===== config.mk =====
export PLATFORM = sky130hd
export DESIGN_NAME = dot_product_unit
export DESIGN_NICKNAME = d
export VERILOG_FILES = /design/src/rtl/dot_product_unit.sv
export SDC_FILE = /design/constraint.sdc
export NUM_CORES = 1
export LEC_CHECK = 0
export ABC_AREA = 1
export CAP_MARGIN = 20
export CORE_MARGIN = 2
export CORE_UTILIZATION = 50
export DETAILED_ROUTE_END_ITERATION = 8
export GPL_ROUTABILITY_DRIVEN = 0
export MAX_ROUTING_LAYER = met4
export PLACE_DENSITY = 0.73
export SLEW_MARGIN = 20
export SYNTH_ARGS = -nofsm -noshare
export SYNTH_HDL_FRONTEND = slang
export SYNTH_SLANG_ARGS = --single-unit

===== constraint.sdc =====
create_clock -name clk -period 5.8 [get_ports clk]
set_clock_uncertainty 0.1 [all_clocks]
set_input_delay 1.16 -clock clk [delete_from_list [all_inputs] [get_ports clk]]
set_output_delay 1.16 -clock clk [all_outputs]
set_load 0.1 [all_outputs]

===== src/rtl/dot_product_unit.sv =====
// Dot-product engine: reads two 8-element unsigned byte vectors from a shared
// synchronous-read operand memory (A at 0-7, B at 8-15), accumulates A[i]*B[i]
// and reports an 8-bit (saturated or truncated) result plus an overflow flag.
module dot_product_unit #(
    parameter bit SAT = 1'b1
) (
    input  logic       clk,
    input  logic       rst_n,
    input  logic       mode_compute,
    input  logic       comp_start,
    output logic [3:0] mem_addr,
    output logic       mem_rd_en,
    input  logic [7:0] mem_rdata,
    output logic       busy,
    output logic       comp_done,
    output logic [7:0] comp_result,
    output logic       result_ovf
);

    typedef enum logic [2:0] {
        IDLE = 3'd0,
        RD_A = 3'd1,
        RD_B = 3'd2,
        MAC  = 3'd3,
        DONE = 3'd4
    } state_t;

    state_t       state;
    state_t       state_nxt;
    logic [2:0]   idx;
    logic [18:0]  acc;
    logic [7:0]   a_reg;
    logic [15:0]  prod;
    logic [18:0]  sum;
    logic         start_ok;
    logic         last_mac;

    // Reduce the full 19-bit sum to the 8-bit result field.
    function automatic logic [7:0] clip_result(input logic [18:0] s);
        if (SAT && (s > 19'd255)) begin
            return 8'hFF;
        end
        return s[7:0];
    endfunction

    // In MAC, mem_rdata carries B[idx] and a_reg holds A[idx].
    assign prod     = {8'd0, a_reg} * {8'd0, mem_rdata};
    assign sum      = acc + {3'd0, prod};
    assign start_ok = (state == IDLE) && comp_start && mode_compute;
    assign last_mac = (state == MAC) && (idx == 3'd7) && mode_compute;

    // Memory is only driven while fetching; otherwise the controller owns it.
    assign mem_rd_en = (state == RD_A) || (state == RD_B);
    assign mem_addr  = (state == RD_A) ? {1'b0, idx} :
                       (state == RD_B) ? {1'b1, idx} : 4'd0;
    assign busy      = (state == RD_A) || (state == RD_B) || (state == MAC);

    // State register.
    always_ff @(posedge clk or negedge rst_n) begin
        if (!rst_n) begin
            state <= IDLE;
        end else begin
            state <= state_nxt;
        end
    end

    // Next-state logic; losing mode_compute mid-fetch aborts to IDLE.
    always_comb begin
        state_nxt = state;
        case (state)
            IDLE: if (start_ok) state_nxt = RD_A;
            RD_A: state_nxt = mode_compute ? RD_B : IDLE;
            RD_B: state_nxt = mode_compute ? MAC : IDLE;
            MAC: begin
                if (!mode_compute)      state_nxt = IDLE;
                else if (idx == 3'd7)   state_nxt = DONE;
                else                    state_nxt = RD_A;
            end
            DONE:    state_nxt = IDLE;
            default: state_nxt = IDLE;
        endcase
    end

    // Element index, operand latch and accumulator.
    always_ff @(posedge clk or negedge rst_n) begin
        if (!rst_n) begin
            idx   <= 3'd0;
            acc   <= 19'd0;
            a_reg <= 8'd0;
        end else if (start_ok) begin
            idx <= 3'd0;
            acc <= 19'd0;
        end else if (mode_compute) begin
            if (state == RD_B) begin
                a_reg <= mem_rdata;
            end
            if (state == MAC) begin
                acc <= sum;
                if (idx != 3'd7) begin
                    idx <= idx + 3'd1;
                end
            end
        end
    end

    // Result registers and completion pulse, all loaded by the final MAC edge.
    always_ff @(posedge clk or negedge rst_n) begin
        if (!rst_n) begin
            comp_done   <= 1'b0;
            comp_result <= 8'd0;
            result_ovf  <= 1'b0;
        end else begin
            comp_done <= last_mac;
            if (last_mac) begin
                comp_result <= clip_result(sum);
                result_ovf  <= (sum > 19'd255);
            end
        end
    end

endmodule


==> impl_metrics.tcl <==
set metrics [dict create \
    status "finished, final reports clean" \
    dp.cells 853 \
    first_pass_iters 4 \
    multi_input_area_sq_um 3090 \
    synth.most_common_cell "inv_1" \
    cts_sinks 43 \
    avgSynthCellArea_sq_um 7.29 \
    synth_edf_count 0 \
    routed_wl_mm 11.2 \
    grt_pass1_vias 4258 \
    slew_violations 0 \
    num_rows 36 \
    fp.dieH_microns 104 \
    fin_crit_sh_pct 95.0 \
    drt_iter0_markers 284 \
    cts_buffer_depth 2 \
    critPathMaxFanout 8 \
    largest_reg_flops 19 \
    place_ws_ns -0.195 \
    cts_buffers 5 \
    setup_viol 0 \
    syn_area_sq_um 4980 \
    antenna_found_initial 0 \
    endpoint_kind "flop" \
    final.setup.worst_slack_ns 0.289 \
    yosysSeqAreaShare_pct 21.6 \
    fin_tns_setup_ns 0 \
    ios 28 \
    synth-warning-count 0 \
    syn_to_final_growth_pct 14.4 \
    grt_max_degree 44 \
    die_area_sq_um 10800 \
    synth.net_count 788 \
    clk_latency_ns 0.31 \
    fin_util_pct 58.6 \
    track_usage_pct 23.0 \
    synth_seq_cells 43 \
    synth_top_area_share_pct 21.6 \
    num-fill-cells 917 \
    fmax_mhz 181 \
    min_path_type "flop to flop" \
    final_hold_viol_count 0 \
    grt_overflow 0 \
    clkSlewWorstSetupHoldPaths_ns 0.10 \
    grt_pass1_wl_mm 19.8 \
    ys_top_cells_by_count "inv_1 (196), nand2_1 (177), fa_1 (50)" \
    drc 0 \
    synth_cells 683 \
    final_nets 833 \
    ys.flop_type "dfrtp_1" \
    drive_gt1_share_pct 11.7 \
    cts-root-buf "clkbuf_8" \
    start_kind "primary input" \
    vias 4129 \
    async_flop_share_pct 100 \
    fin_cells 862 \
    die_x_microns 104 \
    start_util_pct 51.2 \
    worstMarginPinSlew_ns 0.983 \
    cts_tree "yes" \
    diodes 0 \
    cp_data_required_time_ns 5.92 \
    synth.distinct_cells 26 \
    rsz0062_at_grt "false" \
    maxCapViolations 0 \
    port_buffers 27 \
    ff_latch_area_sq_um 1080 \
    relSlewSlack_pct 34.3 \
    criticalPathCategory "primary input to flop" \
    hpwlAfterDp_mm 9.20 \
    ant_nets 0 \
    vias_per_cell 4.79 \
    coreArea_sq_um 9730 \
    yosysTopAreaCell "dfrtp_1" \
    finalCriticalPeriod_ns 5.51 \
    arrival_ns 5.63 \
    yosys-top-cells-area "dfrtp_1 (22%), fa_1 (20%), inv_1 (15%), nand2_1 (13%), ha_1 (11%)" \
    htreeDepth 2 \
    drt-wirelength-per-cell_microns 13.0 \
]
[final timing paths]
check	cells after the start	endpoint	from	slack (ns)
max reg2reg	21	comp_result[6]$_DFFE_PN0P_	a_reg[0]$_DFFE_PN0P_	0.96
min	2	acc[15]$_DFFE_PN0P_	acc[15]$_DFFE_PN0P_	0.44
max in group asynchronous	1	a_reg[4]$_DFFE_PN0P_	rst_n	4.47
min in group asynchronous	1	a_reg[1]$_DFFE_PN0P_	rst_n	0.74
max	22	comp_result[6]$_DFFE_PN0P_	mem_rdata[1]	0.29
min reg2reg	2	acc[15]$_DFFE_PN0P_	acc[15]$_DFFE_PN0P_	0.44
[cells by family after synthesis]
kind of cell / count (synthesis) / synth area share, %
simple gates: 284 / 24.9
buf+inv: 219 / 16.5
mux: 8 / 1.81
flops: 43 / 21.6
fa+ha+maj: 93 / 30.9
xor+xnor: 3 / 0.528
compound gates: 33 / 3.72
[area by class of cell]
type                    instances  area share, %
clock buffers                   5           1.21
clock inverters                 3          0.461
inverters                     197           13.0
multi-input cells             421           54.2
flip-flops and latches         43           18.9
well taps                     133           2.92
repair buffers                 60           9.31
[through the flow]
stage               hold WS (ns)  instance area, sq um
floorplan                  0.385                  4980
global placement           0.408                  5570
detailed placement         0.408                  5570
CTS                        0.437                  5660
global route               0.459                  5700
finish                     0.436                  5700
[routing by layer]
layer	GRT usage (%)	up-vias	wire length, microns
met3	2.71	15	403
met4	5.31	0	207
met5	-	-	0
li1	-	2089	-
met1	29.5	1944	5030
met2	39.4	81	5610
[cell usage in the layout (no fill, tap or decap), types with 2 or more instances in the layout]
cell / n
a21oi_1: 7
nor2_4: 2
buf_4: 34
nor2_1: 27
nand2_2: 11
xnor2_1: 2
inv_6: 2
inv_1: 196
or2_2: 8
nor2_2: 3
nand4_1: 4
clkbuf_8: 5
nand3_2: 5
o21ai_0: 12
dlymetal6s2s_1: 6
fa_1: 50
mux2_2: 8
nand3_1: 42
clkdlybuf4s50_1: 20
dfrtp_1: 43
nand2_1: 177
a21oi_2: 4
ha_1: 42
nor3_1: 2
o22ai_1: 10
[critical path: stages]
cell and delay [ns]:
clkdlybuf4s50_1 0.54, nand2_1 0.10, fa_1 0.52, inv_1 0.05, fa_1 0.48, fa_1 0.50
inv_1 0.07, fa_1 0.53, inv_1 0.05, ha_1 0.35, nand2_1 0.09, nand2_1 0.10
a21oi_2 0.22, nand2_2 0.10, nand2_1 0.09, nand3_1 0.08, nor2_2 0.12, nand3_2 0.08
nor2_4 0.20, nand3_1 0.09, nand2_1 0.07, inv_1 0.03
[timing repair]
action / CTS / global route
hold buffers: 0 / 0
setup endpoints to repair: 0 / 10
gates resized for setup: 0 / 9
buffers inserted: 0 / 1
Power is left out: the tool's default activity adds up to more than one toggle a clock period on the data nets, which glitch-free logic cannot reach.
